<file path="src/rtl/load_exec_unit.sv">
// Load execution unit: effective-address generation, data-memory word read,
// byte/half/word extraction and CDB broadcast with request/grant handshake.
module load_exec_unit #(
    parameter int unsigned      ROB_W       = 6,
    parameter int unsigned      DATA_W      = 32,
    parameter logic [ROB_W-1:0] INVALID_ROB = ROB_W'(16)
) (
    input  logic              i_clock,
    input  logic              i_reset,
    input  logic              i_dispatch_valid,
    input  logic [ROB_W-1:0]  i_dispatch_rob_num,
    input  logic [DATA_W-1:0] i_dispatch_base,
    input  logic [DATA_W-1:0] i_dispatch_offset,
    input  logic [2:0]        i_dispatch_sub_type,
    output logic              o_dispatch_ready,
    input  logic              i_flush,
    output logic              o_mem_req,
    output logic [DATA_W-1:0] o_mem_addr,
    input  logic              i_mem_ack,
    input  logic [DATA_W-1:0] i_mem_rdata,
    output logic              o_cdb_req,
    input  logic              i_cdb_grant,
    output logic              o_cdb_iscast,
    output logic [ROB_W-1:0]  o_cdb_rob_num,
    output logic [DATA_W-1:0] o_cdb_data,
    output logic              o_cdb_misalign
);

    typedef enum logic [1:0] {
        StIdle     = 2'd0,
        StMem      = 2'd1,
        StWaitDrop = 2'd2,
        StBcast    = 2'd3
    } state_e;

    localparam logic [2:0] SubLb  = 3'b000;
    localparam logic [2:0] SubLh  = 3'b001;
    localparam logic [2:0] SubLbu = 3'b100;
    localparam logic [2:0] SubLhu = 3'b101;

    state_e             r_state, w_state_d;
    logic [ROB_W-1:0]   r_tag, w_tag_d;
    logic [2:0]         r_sub, w_sub_d;
    logic [1:0]         r_ea_lo, w_ea_lo_d;
    logic               r_mem_req, w_mem_req_d;
    logic [DATA_W-1:0]  r_mem_addr, w_mem_addr_d;
    logic               r_cdb_valid, w_cdb_valid_d;
    logic [ROB_W-1:0]   r_cdb_rob, w_cdb_rob_d;
    logic [DATA_W-1:0]  r_cdb_data, w_cdb_data_d;
    logic               r_cdb_mis, w_cdb_mis_d;

    logic [DATA_W-1:0]  w_ea;
    logic               w_is_byte;
    logic               w_is_half;
    logic               w_misalign;
    logic [7:0]         w_byte;
    logic [15:0]        w_half;
    logic [DATA_W-1:0]  w_load;

    assign w_ea      = i_dispatch_base + i_dispatch_offset;
    assign w_is_byte = (i_dispatch_sub_type == SubLb) || (i_dispatch_sub_type == SubLbu);
    assign w_is_half = (i_dispatch_sub_type == SubLh) || (i_dispatch_sub_type == SubLhu);
    // Anything that is neither byte nor half (incl. undefined funct3) behaves as LW.
    assign w_misalign = (w_is_half && w_ea[0]) ||
                        (!w_is_byte && !w_is_half && (w_ea[1:0] != 2'b00));

    always_comb begin
        w_byte = i_mem_rdata[{r_ea_lo, 3'b000} +: 8];
        w_half = i_mem_rdata[{r_ea_lo[1], 4'b0000} +: 16];
        unique case (r_sub)
            SubLb:   w_load = {{(DATA_W-8){w_byte[7]}}, w_byte};
            SubLbu:  w_load = {{(DATA_W-8){1'b0}}, w_byte};
            SubLh:   w_load = {{(DATA_W-16){w_half[15]}}, w_half};
            SubLhu:  w_load = {{(DATA_W-16){1'b0}}, w_half};
            default: w_load = i_mem_rdata;
        endcase
    end

    always_comb begin
        w_state_d     = r_state;
        w_tag_d       = r_tag;
        w_sub_d       = r_sub;
        w_ea_lo_d     = r_ea_lo;
        w_mem_req_d   = r_mem_req;
        w_mem_addr_d  = r_mem_addr;
        w_cdb_valid_d = r_cdb_valid;
        w_cdb_rob_d   = r_cdb_rob;
        w_cdb_data_d  = r_cdb_data;
        w_cdb_mis_d   = r_cdb_mis;

        unique case (r_state)
            StIdle: begin
                if (i_dispatch_valid && !i_flush) begin
                    w_tag_d   = i_dispatch_rob_num;
                    w_sub_d   = i_dispatch_sub_type;
                    w_ea_lo_d = w_ea[1:0];
                    if (w_misalign) begin
                        w_state_d     = StBcast;
                        w_cdb_valid_d = 1'b1;
                        w_cdb_rob_d   = i_dispatch_rob_num;
                        w_cdb_data_d  = '0;
                        w_cdb_mis_d   = 1'b1;
                    end else begin
                        w_state_d    = StMem;
                        w_mem_req_d  = 1'b1;
                        w_mem_addr_d = {w_ea[DATA_W-1:2], 2'b00};
                    end
                end
            end
            StMem: begin
                if (i_mem_ack) begin
                    w_mem_req_d = 1'b0;
                    if (i_flush) begin
                        w_state_d = StIdle;
                    end else begin
                        w_state_d     = StBcast;
                        w_cdb_valid_d = 1'b1;
                        w_cdb_rob_d   = r_tag;
                        w_cdb_data_d  = w_load;
                        w_cdb_mis_d   = 1'b0;
                    end
                end else if (i_flush) begin
                    w_state_d = StWaitDrop;
                end
            end
            StWaitDrop: begin
                // Request stays up until memory answers; the data is discarded.
                if (i_mem_ack) begin
                    w_mem_req_d = 1'b0;
                    w_state_d   = StIdle;
                end
            end
            StBcast: begin
                if (i_flush || i_cdb_grant) begin
                    w_state_d     = StIdle;
                    w_cdb_valid_d = 1'b0;
                    w_cdb_rob_d   = INVALID_ROB;
                    w_cdb_data_d  = '0;
                    w_cdb_mis_d   = 1'b0;
                end
            end
            default: w_state_d = StIdle;
        endcase
    end

    always_ff @(posedge i_clock or posedge i_reset) begin
        if (i_reset) begin
            r_state     <= StIdle;
            r_tag       <= '0;
            r_sub       <= '0;
            r_ea_lo     <= '0;
            r_mem_req   <= 1'b0;
            r_mem_addr  <= '0;
            r_cdb_valid <= 1'b0;
            r_cdb_rob   <= INVALID_ROB;
            r_cdb_data  <= '0;
            r_cdb_mis   <= 1'b0;
        end else begin
            r_state     <= w_state_d;
            r_tag       <= w_tag_d;
            r_sub       <= w_sub_d;
            r_ea_lo     <= w_ea_lo_d;
            r_mem_req   <= w_mem_req_d;
            r_mem_addr  <= w_mem_addr_d;
            r_cdb_valid <= w_cdb_valid_d;
            r_cdb_rob   <= w_cdb_rob_d;
            r_cdb_data  <= w_cdb_data_d;
            r_cdb_mis   <= w_cdb_mis_d;
        end
    end

    assign o_dispatch_ready = (r_state == StIdle);
    assign o_mem_req        = r_mem_req;
    assign o_mem_addr       = r_mem_addr;
    assign o_cdb_req        = r_cdb_valid;
    assign o_cdb_iscast     = r_cdb_valid;
    assign o_cdb_rob_num    = r_cdb_rob;
    assign o_cdb_data       = r_cdb_data;
    assign o_cdb_misalign   = r_cdb_mis;

endmodule

</file>
<file path="config.mk">
export PLATFORM = sky130hd
export DESIGN_NAME = load_exec_unit
export DESIGN_NICKNAME = d
export VERILOG_FILES = /design/src/rtl/load_exec_unit.sv
export SDC_FILE = /design/constraint.sdc
export NUM_CORES = 1
export LEC_CHECK = 0
export CORE_ASPECT_RATIO = 1.2
export CORE_MARGIN = 10
export CORE_UTILIZATION = 45
export CTS_CLUSTER_DIAMETER = 200
export DETAILED_ROUTE_END_ITERATION = 12
export PLACE_DENSITY_LB_ADDON = 0.15
export REMOVE_ABC_BUFFERS = 1
export SLEW_MARGIN = 40
export SYNTH_ARGS = -nofsm -noshare
export SYNTH_HDL_FRONTEND = slang
export SYNTH_SLANG_ARGS = --single-unit
</file>
<file path="constraint.sdc">
create_clock -name i_clock -period 3.7 [get_ports i_clock]
set_input_delay 0.925 -clock i_clock [delete_from_list [all_inputs] [get_ports i_clock]]
set_output_delay 0.925 -clock i_clock [all_outputs]
set_load 0.1 [all_outputs]
</file>
==> key figures <==
Worst setup path
  – Worst EP required: 3930 ps
  – CP Class: input port to flop
  – CP Launch Type: input port
  – WP data arrival: 3590 ps
  – CP endpoint kind: flop
  – CP max FO: 4

Final layout
  – Multi-input gate area: 0.00323 sq mm
  – Fill cell count: 1041
  – P&R area growth vs syn: 36.9%
  – Final #Nets: 955
  – Share of cells above drive strength 1: 0.164
  – Final Util: 0.629
  – Register area: 0.00210 sq mm

Detailed routing
  – Antenna viol nets, final: 0
  – Routed vias: 5432
  – # DRC: 0
  – Routed wire length: 17600 um
  – Drt wl/cell: 18.1 um
  – Avg Vias per Cell: 5.58
  – DR iter-0 viols: 443
  – DRT Pass-1 Iters: 5

Timing
  – RSZ-0062 raised after global routing: no
  – Actual slew at the worst max-slew pin: 673 ps
  – Setup TNS: 0 ps
  – Final setup fails: 0
  – Max Clk Rate: 297 MHz
  – Fin crit period: 3360 ps
  – Clk_skew: 9.21 ps
  – Slew Limit Fails: 0
  – Relative slew slack: 0.551
  – Final Hold Vio Count: 0
  – Period utilization: 0.909

Logic synthesis
  – Commonest cells in the synthesized netlist: nand2_1, dfrtp_1, o21ai_0, a21oi_1, ha_1
  – Syn avg cell area: 8.78 sq um
  – Synth Warn #: 0
  – Most common cell in the netlist: nand2_1
  – Yosys top cell area share: 0.375
  – Cell count after synthesis: 631
  – Unique masters post-synth: 70
  – Top_reg_cell synth: dfrtp_1
  – Register area share after synthesis: 0.380
  – Netlist Area Pre-Place: 0.00554 sq mm
  – Share of flip-flops with an asynchronous set or reset: 1.00
  – Post-synth EDFFs: 0
  – Yosys reg bits: 84
  – Yosys top cell by area: dfrtp_1
  – Area contributors post-synth: dfrtp_1, ha_1, o21ai_0, nand2_1, a21oi_1

Floorplan
  – Row Count: 44
  – Core Area: 0.0121 sq mm
  – Die Ht: 142 um
  – Starting density of the core: 0.460
  – Full die area: 0.0172 sq mm
  – Top-level I/O count: 186
  – Die W: 121 um

Pwr
  – Sw Share: 0.597
  – Pleak: 3.47 nW
  – Cell-internal power: 0.00289 W
  – PD cells: 946 mW/mm^2
  – Peak VDD IR: 719 uV
  – Sw Pwr: 0.00428 W
  – Clk pwr share: 0.132
  – Share of power burned in registers: 0.224
  – Comb power frac: 0.644

Clocking
  – Longest Clk Path Bufs: 2
  – Clock slew at reported path FFs: 70 ps
  – Setup Fix Bufs, Post-CTS: 0
  – Clk sinks: 84
  – Hold_buf cts: 0
  – Post-cts sizing count: 0
  – CTS tree: built
  – Root buf cell: clkbuf_16
  – Clk Latency, worst-skew pair: 340 ps
  – H-tree depth: 3
  – Cts bufs inserted: 9

Placed design
  – Post-detail-place hpwl: 14000 um
  – IO buf count: 183
  – Placer Congestion: 0.924

Global route
  – Initial antenna violation count: 0
  – Gr ovfl total: 0
  – First-pass GRT wire length: 28400 um
  – Vias in the first global route: 5696
  – Largest net degree at the start of global routing: 49
  – GRT Total Usage: 0.202

Outcome
  – Outcome: finished clean

Min path
  – Worst hold path class: flop to flop

Flow run
  – # Max-Cap Violations: 0
[layer usage]
| metal | GRT usage | wire [um] | vias up | share of wire |
|---|---|---|---|---|
| met1 | 0.236 | 7200 | 2586 | 0.41 |
| met5 | 0 | 0 | - | 0 |
| met4 | 0.0717 | 286 | 0 | 0.016 |
| met3 | 0.0429 | 1250 | 24 | 0.071 |
| met2 | 0.353 | 8900 | 197 | 0.50 |
| li1 | - | - | 2625 | - |
[state kept, by name (all words and copies together), names as in the netlist]
| register | flops |
|---|---|
| o_cdb_data | 32 |
| o_cdb_iscast | 1 |
| o_cdb_misalign | 1 |
| o_cdb_rob_num | 6 |
| o_mem_addr | 30 |
| o_mem_req | 1 |
| r_ea_lo | 2 |
| r_state | 2 |
| r_sub | 3 |
| r_tag | 6 |
[cell type report]
cell class                      count  area share
Antenna cell                        1    0.000330
Clock buffer                        9      0.0297
Clock inverter                      7      0.0106
Inverter                           17     0.00874
Multi-Input combinational cell    495       0.425
Sequential cell                    84       0.277
Tap cell                          161      0.0266
Timing Repair Buffer              200       0.221
[worst max-delay path, cell delays in order]
cell and delay [ps]:
clkdlybuf4s50_1 520, ha_1 190, inv_1 50, fa_1 490
nor2b_1 130, o21ai_0 150, or2_2 350, or4_1 500
nor3_1 210, nor4b_2 80
[stage by stage]
stage	hold slack [ps]	std cells	power [W]	cell area, sq um	worst slack [ps]
5_1_grt	505	973	0.00753	7580	144
4_1_cts	482	973	0.00722	7580	348
3_3_place_gp	461	957	0.00641	7510	63.5
3_5_place_dp	468	957	0.00627	7280	-16.9
6_report	479	974	0.00717	7580	335
2_1_floorplan	480	596	0.00516	5390	255
[cell families after synthesis]
logic type / synth area share
xor gates and xnor gates: 0.0300
AOI/OAI and AO/OA: 0.251
and+or+nand+nor: 0.173
buffers and inverters: 0.0404
DFF: 0.380
adders and majority gates: 0.0849
other: 0.000677
muxes: 0.0406
[worst paths after layout]
| path | startpoint | endpoint | slack (ps) | cells past startpoint |
|---|---|---|---|---|
| setup / recovery | i_dispatch_offset[0] | o_mem_addr[31] | 340 | 10 |
| hold / removal | o_cdb_rob_num[4] | o_cdb_rob_num[4] | 480 | 2 |
| setup reg to reg | r_ea_lo[1] | o_cdb_data[21] | 1260 | 6 |
| hold reg to reg | o_cdb_rob_num[4] | o_cdb_rob_num[4] | 480 | 2 |
| max in group asynchronous | i_reset | o_cdb_rob_num[4] | 2000 | 3 |
| min in group asynchronous | i_reset | o_mem_addr[16] | 1000 | 2 |
[cells in the final DEF, fill, tap and decap left out, drive strengths merged, types with 15 or more instances in the layout]
cell / synthesis / routed
a21oi: 43 / 43
buf: 12 / 90
clkdlybuf4s50: 0 / 110
dfrtp: 83 / 83
ha: 36 / 36
inv: 16 / 20
nand2: 96 / 96
nand3: 15 / 15
nor2: 23 / 23
nor2b: 21 / 21
o21ai: 85 / 85
[power groups by stage]
stage / Clock [W] / Sequential (W) / Combinational [W]
2_1_floorplan: 0 / 0.00396 / 0.00120
3_3_place_gp: 0 / 0.00162 / 0.00479
3_5_place_dp: 0 / 0.00162 / 0.00465
4_1_cts: 0.000960 / 0.00161 / 0.00465
5_1_grt: 0.000996 / 0.00166 / 0.00488
6_report: 0.000943 / 0.00161 / 0.00462
No activity file was read; power rests on OpenSTA's default activity.
==> RTL change 1 (same settings) <==
`DATA_W`: 32 -> 24.
--- a/src/rtl/load_exec_unit.sv
+++ b/src/rtl/load_exec_unit.sv
@@ -3,5 +3,5 @@
 module load_exec_unit #(
     parameter int unsigned      ROB_W       = 6,
-    parameter int unsigned      DATA_W      = 32,
+    parameter int unsigned      DATA_W      = 24,
     parameter logic [ROB_W-1:0] INVALID_ROB = ROB_W'(16)
 ) (
Interface: changed (5 resized); port bits go from 186 to 146. The function was not compared with the original's and may differ.
==> RTL change 1 against the original RTL <==
Synthesized area is 23% lower. Synthesized cell count is 24% lower. Routed wire length is 30% lower. First-iteration DRC count is 68% lower. Combinational power is 24% lower. Final area is 24% lower. Worst setup slack better by 0.22 ns. Sequential power is 18% lower. Global-route usage is 2.6 points lower. Largest power group unchanged. Die area is 19% lower. Register-to-register slack better by 0.15 ns. Power is 23% lower. Sequential cell count is 16 lower.
==> RTL change 1: results (changes against the original RTL) <==
Placement
  • Placed insts: 721 (was 957)
  • Port Buf Inserts: 143 (was 183)
  • HPWL after DPL: 9800 um (was 14000 um)
  • Final GP Congestion: 0.894 (was 0.924)

Global route
  • Maximum number of pins on one net before global-route repair: 38 (was 49)
  • Number of global-route vias before repair: 4080 (was 5696)
  • Gr usage total: 0.176 (was 0.202)
  • First-pass GRT wire length: 19800 um (was 28400 um)
  • Initial antenna violation count: 0 (unchanged)

Final layout
  • ANT cells: 0 (was 1)
  • Share of cells above drive strength 1: 0.173 (was 0.164)
  • Max reg flops: 24 (was 32)
  • Nets: 728 (was 955)
  • Fin cells: 737 (was 974)
  • Fillers: 838 (was 1041)

Logic synthesis
  • Compound-gate portion of the synthesized area: 0.234 (was 0.251)
  • Share of synthesized registers carrying an async set or reset: 1.00 (unchanged)
  • Unique masters post-synth: 64 (was 70)
  • Register area share after synthesis: 0.398 (was 0.380)
  • Synth Instances: 477 (was 631)
  • Area contributors post-synth: dfrtp_1, ha_1, nand2_1 (was dfrtp_1, ha_1, o21ai_0)
  • Adder-cell share of the synthesized area: 0.0865 (was 0.0849)
  • XOR/XNOR share of the synthesized area: 0.0389 (was 0.0300)
  • Post-synthesis mux area share: 0.0339 (was 0.0406)
  • Most instantiated cells after synthesis: nand2_1, dfrtp_1, o21ai_0, a21oi_1, ha_1 (unchanged)

Detailed routing
  • Final Routed Wirelength: 12300 um (was 17600 um)
  • Vias per inst: 5.32 (was 5.58)
  • Initial DRC count: 141 (was 443)

Clock network
  • Root Driver: clkbuf_8 (was clkbuf_16)
  • Setup Buffers After CTS: 0 (unchanged)
  • Clock buffer count from CTS: 9 (unchanged)
  • H-tree Lvls: 3 (unchanged)
  • Insertion delay to the later sink of the worst-skew pair: 0.35 ns

STA
  • Fin Clk Skew: 0.00568 ns (was 0.00921 ns)
  • Final setup fails: 0 (unchanged)
  • Worst-Margin Slew: 0.685 ns (was 0.673 ns)

Power and ir drop
  • Seq. pwr: 1.32 mW (was 1.61 mW)
  • Switching part of the total: 0.594 (was 0.597)
  • Comb power frac: 0.636 (was 0.644)
  • P_leak: 2.69 nW (was 3.47 nW)
  • VDD IR max: 527 uV (was 719 uV)

Hold path
  • Worst Hold Class: reg2reg (unchanged)
  • Hold_sp: o_cdb_rob_num[2]$_DFFE_PP0P_ (was o_cdb_rob_num[4]$_DFFE_PP1P_)

Worst setup path
  • CP dominant cell by count: o21ai_0
  • Critical Path Start: i_dispatch_base[0] (was i_dispatch_offset[0])
  • R2R depth: 7 (was 6)
  • CP max stage delay: 0.55 ns (was 0.52 ns)
  • Crit Path Max Fanout: 8 (was 4)
  • Worst r2r src: r_ea_lo[1]$_DFFE_PP0P_ (unchanged)
  • CP top delay family: adder cells (was simple AND/OR/NAND/NOR gates)
  • CP max-delay cell: fa_1 (was clkdlybuf4s50_1)

Outcome
  • Status: finished clean (unchanged)
## RTL change 1: cell count changes after synthesis, moves of 7 or more
cell,before,now
dfrtp_1,83,67
mux2i_1,9,1
ha_1,36,28
o21ai_0,83,51
a22o_1,9,0
nand2_1,96,75
o21ai_1,2,10
a21oi_1,41,34
nor2b_1,21,11
## RTL change 1: path summary, 6_finish.rpt
check	endpoint	slack, ns
max	o_cdb_data[21]$_DFFE_PP0P_	0.56
min	o_cdb_rob_num[2]$_DFFE_PP0P_	0.47
max reg2reg	o_cdb_data[21]$_DFFE_PP0P_	1.41
min reg2reg	o_cdb_rob_num[2]$_DFFE_PP0P_	0.47
max in group asynchronous	o_cdb_data[14]$_DFFE_PP0P_	2.01
min in group asynchronous	o_mem_addr[18]$_DFFE_PP0P_	0.91
## RTL change 1: routing by layer
layer	wire [um]	part of all wire	global-route usage
met4	127	0.010	0.0629
met1	5160	0.42	0.199
met3	788	0.064	0.0441
met5	0	0	0
met2	6240	0.51	0.309
## RTL change 1: through the flow
stage / hold WS, ns / worst slack [ns] / instance area, um^2 / total power, mW
floorplan: 0.480 / 0.445 / 4160 / 4.05
global placement: 0.460 / 0.221 / 5780 / 4.98
detailed placement: 0.465 / 0.193 / 5560 / 4.84
CTS: 0.482 / 0.560 / 5780 / 5.54
global route: 0.510 / 0.360 / 5780 / 5.79
finish: 0.475 / 0.555 / 5780 / 5.50
## RTL change 1: layout make-up
cell class,instances,share of cell area
tap,120,0.0260
sequential,68,0.295
inverter,12,0.00779
clock inverter,6,0.0152
clock buffer,10,0.0238
timing repair buffer,150,0.215
multi-input combinational,371,0.418
==> RTL change 2 (same settings) <==
Without the edit above. Reset style: synchronous (`i_reset`), changed in one clocked block.
--- a/src/rtl/load_exec_unit.sv
+++ b/src/rtl/load_exec_unit.sv
@@ -144,5 +144,5 @@
     end
 
-    always_ff @(posedge i_clock or posedge i_reset) begin
+    always_ff @(posedge i_clock) begin
         if (i_reset) begin
             r_state     <= StIdle;
Behaviour: differs if i_reset is asserted again (counterexample within 4 cycles, from zero or initial values and one cycle with i_reset high); with i_reset held inactive, the same outputs for 4 cycles.
==> RTL change 2 against the original RTL <==
Sequential cell count unchanged. Cell count up 9.0%. Routed wire length up 4.8%. Critical path depth up 1. Via count up 9.4%. Final area down 2.7%. Worst setup slack worse by 0.0094 ns. Synthesized cell count up 16%. Sequential share of layout area down 4.9 points. Synthesized area down 2.3%. Critical endpoint is now o_mem_addr[26]$_SDFFE_PP0P_.
Power is not compared: it rests on default switching activity, and its combinational part moved more than twofold at a synthesized area within 25%.
==> RTL change 2: results (changes against the original RTL) <==
Logic synthesis
  • Top_reg_cell synth: dfxtp_1 (was dfrtp_1)
  • Ys Warns: 0 (unchanged)
  • Area contributors post-synth: dfxtp_1, a21oi_1, ha_1 (was dfrtp_1, ha_1, o21ai_0)
  • Unique masters post-synth: 66 (was 70)
  • Register area share after synthesis: 0.311 (was 0.380)
  • Synth Instances: 730 (was 631)
  • Most instantiated cells after synthesis: a21oi_1, nand2_1, dfxtp_1, nor2_1, o21ai_0 (was nand2_1, dfrtp_1, o21ai_0, a21oi_1, ha_1)
  • Share of synthesized registers carrying an async set or reset: 0 (was 1.00)

Clock network
  • Root Driver: clkbuf_16 (unchanged)
  • Clk slew on worst S/H paths: 0.07 ns (about the same)
  • Setup Buffers After CTS: 0 (unchanged)

Final layout
  • Nets: 1048 (was 955)
  • ANT cells: 0 (was 1)
  • Share of cells above drive strength 1: 0.139 (was 0.164)
  • Area growth from synthesis to layout: 36.4% (was 36.9%)
  • Fillers: 1080 (was 1041)

Outcome
  • Status: finished clean (unchanged)

STA
  • Slew HR: 0.530 (was 0.551)
  • Fin Clk Skew: 0.0103 ns (was 0.00921 ns)
  • Worst hold slack: 0.448 ns (was 0.479 ns)
  • Peak Freq: 0.296 GHz (was 0.297 GHz)

Global route
  • Number of global-route vias before repair: 6028 (was 5696)
  • Maximum number of pins on one net before global-route repair: 54 (was 49)
  • First-pass GRT wire length: 29600 um (was 28400 um)
  • Gr usage total: 0.210 (was 0.202)

Worst setup path
  • Crit path DAT: 3.62 ns (was 3.59 ns)
  • Reg-to-reg slack, setup: 1.30 ns (was 1.26 ns)
  • CP max-delay cell: clkdlybuf4s50_1 (unchanged)
  • CP top delay family: compound AO/OA/AOI/OAI gates (was simple AND/OR/NAND/NOR gates)
  • Crit Path Max Fanout: 4 (unchanged)
  • CP max stage delay: 0.46 ns (was 0.52 ns)

Placement
  • HPWL after DPL: 14600 um (was 14000 um)
  • Final GP Congestion: 0.899 (was 0.924)
  • Post-Place Setup Slack: -0.00637 ns (was -0.0169 ns)
  • Post-DP Area: 0.00709 mm^2 (was 0.00728 mm^2)

Detailed routing
  • Initial DRC count: 439 (was 443)
  • Via Count: 5942 (was 5432)
  • Final Routed Wirelength: 18500 um (was 17600 um)
  • Pre-antenna DRT Iters: 5 (unchanged)
  • WL per Instance: 17.4 um (was 18.1 um)

Power and ir drop
  • VDD IR max: approximately 360 uV
[RTL change 2: changes by cell type in the layout (fill, tap and decap cells not counted), sizes merged, moves of 11 or more]
cell   before  now
a21oi      43  106
dfxtp       0   84
nor2b      21    3
o21ai      85   65
dfrtp      83    0
a31oi       3   14
nor2       23   82
[RTL change 2: worst paths after layout]
check | from | end | depth (start not counted)
worst max-delay path | i_dispatch_base[0] | o_mem_addr[26]$_SDFFE_PP0P_ | 11
worst min-delay path | o_cdb_data[17]$_SDFFE_PP0P_ | o_cdb_data[17]$_SDFFE_PP0P_ | 2
worst max register to register | r_state[1]$_SDFFE_PP0P_ | o_cdb_data[18]$_SDFFE_PP0P_ | 9
worst min register to register | o_cdb_data[17]$_SDFFE_PP0P_ | o_cdb_data[17]$_SDFFE_PP0P_ | 2
[RTL change 2: report_power, final]
part / switching [mW] / internal [mW]
logic: 1.59 / 0.617
registers: 0.0794 / 1.02
clock network: 0.411 / 0.466
[RTL change 2: routing by layer]
metal  GRT usage  up-vias  wire [um]
met5           0        -          0
met2       0.375      224       9300
li1            -     2937          -
met3      0.0414       26       1080
met4      0.0744        0        374
met1       0.242     2755       7730
[RTL change 2: logic make-up (layout without fill, tap and decap cells)]
kind of cell / Yosys count / after routing / share of synthesized area
simple gates: 255 / 255 / 0.211
compound gates: 251 / 251 / 0.282
flops: 84 / 84 / 0.311
buf+inv: 71 / 245 / 0.0539
fa+ha+maj: 37 / 37 / 0.0869
xor+xnor: 20 / 20 / 0.0324
mux: 11 / 11 / 0.0222
other cells: 1 / 2 / 0.000693
[RTL change 2: final cells by class]
type	instances	share of cell area
multi-input cells	576	0.467
flip-flops and latches	84	0.228
repair buffers	202	0.226
clock buffers	9	0.0305
well taps	157	0.0266
inverters	27	0.0137
clock inverters	7	0.00797
